File: config.mk
export PLATFORM = sky130hd
export DESIGN_NAME = mole_game_core
export DESIGN_NICKNAME = d
export VERILOG_FILES = /design/src/rtl/mole_game_core.sv
export SDC_FILE = /design/constraint.sdc
export NUM_CORES = 1
export LEC_CHECK = 0
export ABC_CLOCK_PERIOD_IN_PS = 6500
export CORE_MARGIN = 10
export CORE_UTILIZATION = 35
export DETAILED_ROUTE_END_ITERATION = 7
export DONT_BUFFER_PORTS = 1
export PLACE_DENSITY = 0.46
export SYNTH_ARGS = -nofsm -noshare
export SYNTH_HDL_FRONTEND = slang
export SYNTH_SLANG_ARGS = --single-unit
File: constraint.sdc
create_clock -name clock -period 6.5 [get_ports clock]
set_clock_uncertainty 0.05 [all_clocks]
set_input_delay 0.65 -clock clock [delete_from_list [all_inputs] [get_ports clock]]
set_output_delay 0.65 -clock clock [all_outputs]
set_load 0.01 [all_outputs]
File: src/rtl/mole_game_core.sv
// rtl/mole_game_core.sv - whack-a-mole game engine for N holes
//
// Purpose: picks a pseudo-random hole, lights its LED for a fixed up-time,
// then scores a correct press as a hit and a wrong press or timeout as a miss.
// The game ends after MAX_MISSES misses.
//
// Ports:
//   clock      system clock, all logic on the rising edge
//   reset      synchronous active-high reset
//   buttons    per-hole level inputs (already synchronised and debounced)
//   start      level; starts a game from IDLE, or restarts one from OVER
//   green      one-hot lit hole, or all zero
//   hit        one-cycle pulse on a correct press
//   miss       one-cycle pulse on a wrong press or a timeout
//   score      hits this game, saturating
//   misses     misses this game
//   game_over  high while the game is over
module mole_game_core #(
  parameter int          N_HOLES    = 4,
  parameter int          TICK_DIV   = 25_000_000,
  parameter int          UP_TICKS   = 3,
  parameter int          GAP_TICKS  = 1,
  parameter int          SCORE_W    = 4,
  parameter int          MAX_MISSES = 3,
  parameter logic [15:0] LFSR_SEED  = 16'hACE1
) (
  input  logic                            clock,
  input  logic                            reset,
  input  logic [N_HOLES-1:0]              buttons,
  input  logic                            start,
  output logic [N_HOLES-1:0]              green,
  output logic                            hit,
  output logic                            miss,
  output logic [SCORE_W-1:0]              score,
  output logic [$clog2(MAX_MISSES+1)-1:0] misses,
  output logic                            game_over
);

  localparam int HOLE_W = $clog2(N_HOLES);
  localparam int TICK_W = $clog2(TICK_DIV);
  localparam int PH_MAX = (UP_TICKS > GAP_TICKS) ? UP_TICKS : GAP_TICKS;
  localparam int PH_W   = $clog2(PH_MAX + 1);
  localparam int MISS_W = $clog2(MAX_MISSES + 1);

  typedef enum logic [1:0] {S_IDLE, S_GAP, S_UP, S_OVER} state_t;

  state_t              state_q, state_d;
  logic [N_HOLES-1:0]  green_q, green_d;
  logic [N_HOLES-1:0]  buttons_q, buttons_d;
  logic                hit_q, hit_d;
  logic                miss_q, miss_d;
  logic [SCORE_W-1:0]  score_q, score_d;
  logic [MISS_W-1:0]   misses_q, misses_d;
  logic                game_over_q, game_over_d;
  logic [TICK_W-1:0]   tick_cnt_q, tick_cnt_d;
  logic [PH_W-1:0]     phase_cnt_q, phase_cnt_d;
  logic [15:0]         lfsr_q, lfsr_d;
  logic [HOLE_W-1:0]   hole_q, hole_d;

  logic [N_HOLES-1:0]  btn_edge;
  logic                tick_done;
  logic                gap_done;
  logic                up_done;
  logic [MISS_W-1:0]   misses_inc;
  logic                at_limit;
  logic [HOLE_W-1:0]   sel_raw;
  logic [HOLE_W-1:0]   sel_alt;
  logic [HOLE_W-1:0]   sel;

  function automatic logic [N_HOLES-1:0] onehot(input logic [HOLE_W-1:0] idx);
    logic [N_HOLES-1:0] v;
    v      = '0;
    v[idx] = 1'b1;
    return v;
  endfunction

  always_comb begin
    // Fibonacci LFSR, taps 16,14,13,11
    lfsr_d     = {lfsr_q[14:0], lfsr_q[15] ^ lfsr_q[13] ^ lfsr_q[12] ^ lfsr_q[10]};
    buttons_d  = buttons;
    btn_edge   = buttons & ~buttons_q;

    tick_done  = (tick_cnt_q == TICK_W'(TICK_DIV - 1));
    gap_done   = tick_done && (phase_cnt_q == PH_W'(GAP_TICKS - 1));
    up_done    = tick_done && (phase_cnt_q == PH_W'(UP_TICKS - 1));
    misses_inc = misses_q + 1'b1;
    at_limit   = (misses_inc == MISS_W'(MAX_MISSES));

    // Never repeat the previous hole: bump to the next one instead
    sel_raw    = HOLE_W'(lfsr_q % 16'(N_HOLES));
    sel_alt    = (sel_raw == HOLE_W'(N_HOLES - 1)) ? '0 : sel_raw + 1'b1;
    sel        = (sel_raw == hole_q) ? sel_alt : sel_raw;

    state_d    = state_q;
    score_d    = score_q;
    misses_d   = misses_q;
    hole_d     = hole_q;
    hit_d      = 1'b0;
    miss_d     = 1'b0;

    if (tick_done) begin
      tick_cnt_d  = '0;
      phase_cnt_d = phase_cnt_q + 1'b1;
    end else begin
      tick_cnt_d  = tick_cnt_q + 1'b1;
      phase_cnt_d = phase_cnt_q;
    end

    case (state_q)
      S_IDLE, S_OVER: begin
        if (start) begin
          score_d  = '0;
          misses_d = '0;
          state_d  = S_GAP;
        end
      end
      S_GAP: begin
        if (gap_done) begin
          hole_d  = sel;
          state_d = S_UP;
        end
      end
      S_UP: begin
        if (btn_edge[hole_q]) begin
          hit_d   = 1'b1;
          score_d = (score_q == '1) ? score_q : score_q + 1'b1;
          state_d = S_GAP;
        end else if (|btn_edge) begin
          miss_d   = 1'b1;
          misses_d = misses_inc;
          if (at_limit) begin
            state_d = S_OVER;
          end else if (up_done) begin
            // Wrong press wins this cycle; keep the timer expired so the
            // timeout is taken on the following cycle instead of being lost.
            tick_cnt_d  = tick_cnt_q;
            phase_cnt_d = phase_cnt_q;
          end
        end else if (up_done) begin
          miss_d   = 1'b1;
          misses_d = misses_inc;
          state_d  = at_limit ? S_OVER : S_GAP;
        end
      end
      default: state_d = S_IDLE;
    endcase

    // Every phase entry restarts the timer; IDLE and OVER keep it parked at 0
    if ((state_d != state_q) || (state_d == S_IDLE) || (state_d == S_OVER)) begin
      tick_cnt_d  = '0;
      phase_cnt_d = '0;
    end

    green_d     = (state_d == S_UP) ? onehot(hole_d) : '0;
    game_over_d = (state_d == S_OVER);
  end

  always_ff @(posedge clock) begin
    buttons_q <= buttons_d;
    if (reset) begin
      state_q     <= S_IDLE;
      green_q     <= '0;
      hit_q       <= 1'b0;
      miss_q      <= 1'b0;
      score_q     <= '0;
      misses_q    <= '0;
      game_over_q <= 1'b0;
      tick_cnt_q  <= '0;
      phase_cnt_q <= '0;
      lfsr_q      <= LFSR_SEED;
      hole_q      <= '0;
    end else begin
      state_q     <= state_d;
      green_q     <= green_d;
      hit_q       <= hit_d;
      miss_q      <= miss_d;
      score_q     <= score_d;
      misses_q    <= misses_d;
      game_over_q <= game_over_d;
      tick_cnt_q  <= tick_cnt_d;
      phase_cnt_q <= phase_cnt_d;
      lfsr_q      <= lfsr_d;
      hole_q      <= hole_d;
    end
  end

  assign green     = green_q;
  assign hit       = hit_q;
  assign miss      = miss_q;
  assign score     = score_q;
  assign misses    = misses_q;
  assign game_over = game_over_q;

endmodule

==> results.sh <==
export IMPL_num_rows=33
export IMPL_nFillCells=851
export IMPL_synth_warnings=0
export IMPL_hold_path_class="input pin to flip-flop"
export IMPL_synth_compound_area_share_pct=8.17
export IMPL_grt_max_degree=54
export IMPL_min_period_ns=3.04
export IMPL_final_setup_viol_count=0
export IMPL_postCtsSetupBuffers=0
export IMPL_ctsResizeCount=0
export IMPL_finish_utilization_pct=40.0
export IMPL_rsz0062_at_grt="no"
export IMPL_crit_path_max_fanout=27
export IMPL_synth_ff_type="dfxtp_1"
export IMPL_critPathMaxStageDelay_ns=0.79
export IMPL_diodes=0
export IMPL_vdd_drop_max_v=0.000111
export IMPL_nNetsFinal=341
export IMPL_detail_route_wirelength_um=6430
export IMPL_worst_endpoint_required_ns=6.65
export IMPL_synthMuxAreaShare_pct=0.986
export IMPL_cts_tree="built"
export IMPL_slew_violations=0
export IMPL_io_pins=20
export IMPL_grt_pass1_vias=2144
export IMPL_dieArea_um2=12800
export IMPL_period_share_pct=46.8
export IMPL_syn_to_final_growth_pct=9.49
export IMPL_status="completed"
export IMPL_grt_usage_pct=10.2
export IMPL_io_buffers=0
export IMPL_drt_iter0_drc=163
export IMPL_finalHoldViolCount=0
export IMPL_slew_headroom_pct=33.5
export IMPL_crit_path_top_delay_cell="a32oi_4"
export IMPL_drive_gt1_share_pct=13.0
export IMPL_synth_area_per_cell_um2=9.26
export IMPL_start_kind="flip-flop"
export IMPL_worstPathCellList="nand4_1 -> or2_0 -> or4_4 -> nor3_1 -> a21oi_1 -> a32oi_4 -> nor4_1"
export IMPL_vias=2267
export IMPL_ys_async_sr_fraction_pct=0
export IMPL_criticalPathCategory="flip-flop to flip-flop"
export IMPL_netlist_area_um2=3050
export IMPL_gp_congestion=0.781
export IMPL_ys_ff_latch=64
export IMPL_synth_xor_area_share_pct=8.91
export IMPL_synth_edf_count=0
export IMPL_netlist_instances=329
export IMPL_tns_ns=0
export IMPL_cts_clk_slew_worst_paths_ns=0.08
export IMPL_root_buffer="clkbuf_8"
export IMPL_drtPass1Iterations=4
export IMPL_antenna_found_initial=0
export IMPL_cts_hold_buffers=0
export IMPL_grt_pass1_wl_um=10800
export IMPL_p_per_area_nw_per_um2=257
export IMPL_yosysSeqAreaShare_pct=42.1
export IMPL_synth_simple_area_share_pct=32.6
export IMPL_wl_per_cell_um=14.8
export IMPL_drt_vias_per_instance=5.20
export IMPL_cts_max_path_buffers=2
export IMPL_die_y_um=113
export IMPL_arrival_ns=3.19
export IMPL_synth_fp_nets=344
export IMPL_clkLatencyLatePin_ns=0.35
export IMPL_die_x_um=113
export IMPL_fp_coreArea_um2=8340
export IMPL_synth_cell_type_count=51
export IMPL_total_leakage_power_nw=1.09
export IMPL_clkSinkCount=64
export IMPL_numCtsBuffers=9
export IMPL_ctsHtreeMaxLevel=3
export IMPL_overflow=0
export IMPL_postRouteAntennaNets=0
export IMPL_synth_top_family_by_area="simple AND/OR/NAND/NOR gates"
export IMPL_timing_fmax_ghz=0.329
export IMPL_drcViolationCount=0
export IMPL_tightestPinTransition_ns=0.998
export IMPL_synthAdderAreaFrac_pct=3.29
export IMPL_start_util_pct=36.5
export IMPL_cap_violations=0
export IMPL_worst_setup_path_end_kind="flip-flop"
export IMPL_post_dp_hpwl_um=4250
==> power by group <==
group	switching, mW	internal [mW]	total (mW)
combinational	0.0321	0.0231	0.0551
clock	0.175	0.220	0.395
sequential	0.00644	0.401	0.408
total	0.214	0.644	0.858
==> metrics by stage <==
| stage | power, mW | cells | instance area, µm² | setup slack, ns | hold slack, ns |
|---|---|---|---|---|---|
| 2_1_floorplan | 0.468 | 329 | 3050 | 3.89 | 0.339 |
| 3_3_place_gp | 0.472 | 420 | 3110 | 3.34 | 0.341 |
| 3_5_place_dp | 0.472 | 420 | 3110 | 3.33 | 0.344 |
| 4_1_cts | 0.873 | 436 | 3340 | 3.38 | 0.254 |
| 5_1_grt | 0.895 | 436 | 3340 | 3.15 | 0.250 |
| 6_report | 0.858 | 436 | 3340 | 3.46 | 0.276 |
==> critical path, delay by kind of cell (launching register included) <==
kind / cells / cell delay (ns)
AOI/OAI and AO/OA: 2 / 0.91
and+or+nand+nor: 5 / 1.53
DFF: 1 / 0.41
==> worst paths after layout <==
kind                            cells past startpoint                    endpoint  slack (ns)                        start
worst max-delay path                                7  tick_cnt_q[9]$_SDFFE_PP0P_        3.46  tick_cnt_q[18]$_SDFFE_PP0P_
worst min-delay path                                0        buttons_q[2]$_DFF_P_        0.28                   buttons[2]
worst min register to register                      1       lfsr_q[10]$_SDFF_PP1_        0.36         lfsr_q[9]$_SDFF_PP0_
worst max register to register                      7  tick_cnt_q[9]$_SDFFE_PP0P_        3.46  tick_cnt_q[18]$_SDFFE_PP0P_
==> cell usage after synthesis, types with 6 or more instances <==
master	instances	area, µm²
nor4_2	10	125
xnor2_1	19	166
nand2_1	21	78.8
clkbuf_1	11	41.3
inv_1	12	45.0
nand4_1	7	43.8
or2_2	7	43.8
nor2b_1	16	100
a21oi_1	6	30.0
nor4_1	14	87.6
ha_1	8	100
nand3_1	13	65.1
dfxtp_1	64	1280
nor4b_1	6	52.6
nor2_1	31	116
xor2_1	12	105
nor3_1	21	105
==> routing by layer <==
metal  up-vias  GRT usage [%]  part of all wire (%)
li1       1159              -                     -
met5         -              0                     0
met4         0           4.82                   1.9
met1      1062           12.7                    49
met2        35           15.2                    44
met3        11           3.80                   5.3
==> cells by family after synthesis <==
logic type,count (synthesis)
AND/OR/NAND/NOR,167
flip-flops,64
XOR/XNOR,31
AO/OA/AOI/OAI,29
buffers and inverters,27
adder cells (fa/ha/maj),8
multiplexers,3
==> sequential cells by signal (all words and copies together), names as in the netlist <==
signal and flops:
buttons_q 4, game_over 1, green 4, hit 1, hole_q 2, lfsr_q 16, miss 1, misses 2
phase_cnt_q 2, score 4, state_q 2, tick_cnt_q 25
==> cells in the final DEF (no fill, tap or decap), types with 2 or more instances in the layout <==
| master | synthesis | layout |
|---|---|---|
| nor2b_1 | 16 | 16 |
| nand2b_1 | 4 | 4 |
| mux2i_1 | 3 | 3 |
| clkbuf_8 | 0 | 9 |
| nand4_1 | 7 | 7 |
| a21oi_1 | 6 | 6 |
| nand2_1 | 21 | 21 |
| nor4b_1 | 6 | 6 |
| dfxtp_1 | 64 | 64 |
| bufinv_16 | 0 | 2 |
| o211a_1 | 2 | 2 |
| nand3_1 | 13 | 13 |
| xor2_1 | 12 | 12 |
| nor2_1 | 31 | 31 |
| xnor2_1 | 19 | 19 |
| inv_1 | 12 | 12 |
| nor4_2 | 10 | 10 |
| nor4_1 | 14 | 14 |
| or4_1 | 2 | 2 |
| or4_4 | 2 | 2 |
| inv_6 | 0 | 2 |
| o21bai_1 | 2 | 2 |
| nor4bb_1 | 4 | 4 |
| a22oi_1 | 2 | 2 |
| clkinv_4 | 0 | 2 |
| nor3_1 | 21 | 21 |
| ha_1 | 8 | 8 |
| o21ai_0 | 4 | 4 |
| or2_2 | 7 | 7 |
==> cell type report <==
cell class / instances / area [µm²] / share of cell area (%)
Inverter: 12 / 45.0 / 1.35
Timing Repair Buffer: 1 / 7.51 / 0.225
Multi-Input combinational cell: 238 / 1640 / 49.3
Sequential cell: 64 / 1280 / 38.4
Clock inverter: 7 / 103 / 3.08
Tap cell: 105 / 131 / 3.94
Clock buffer: 9 / 124 / 3.71
(Power assumes the default switching activity.)
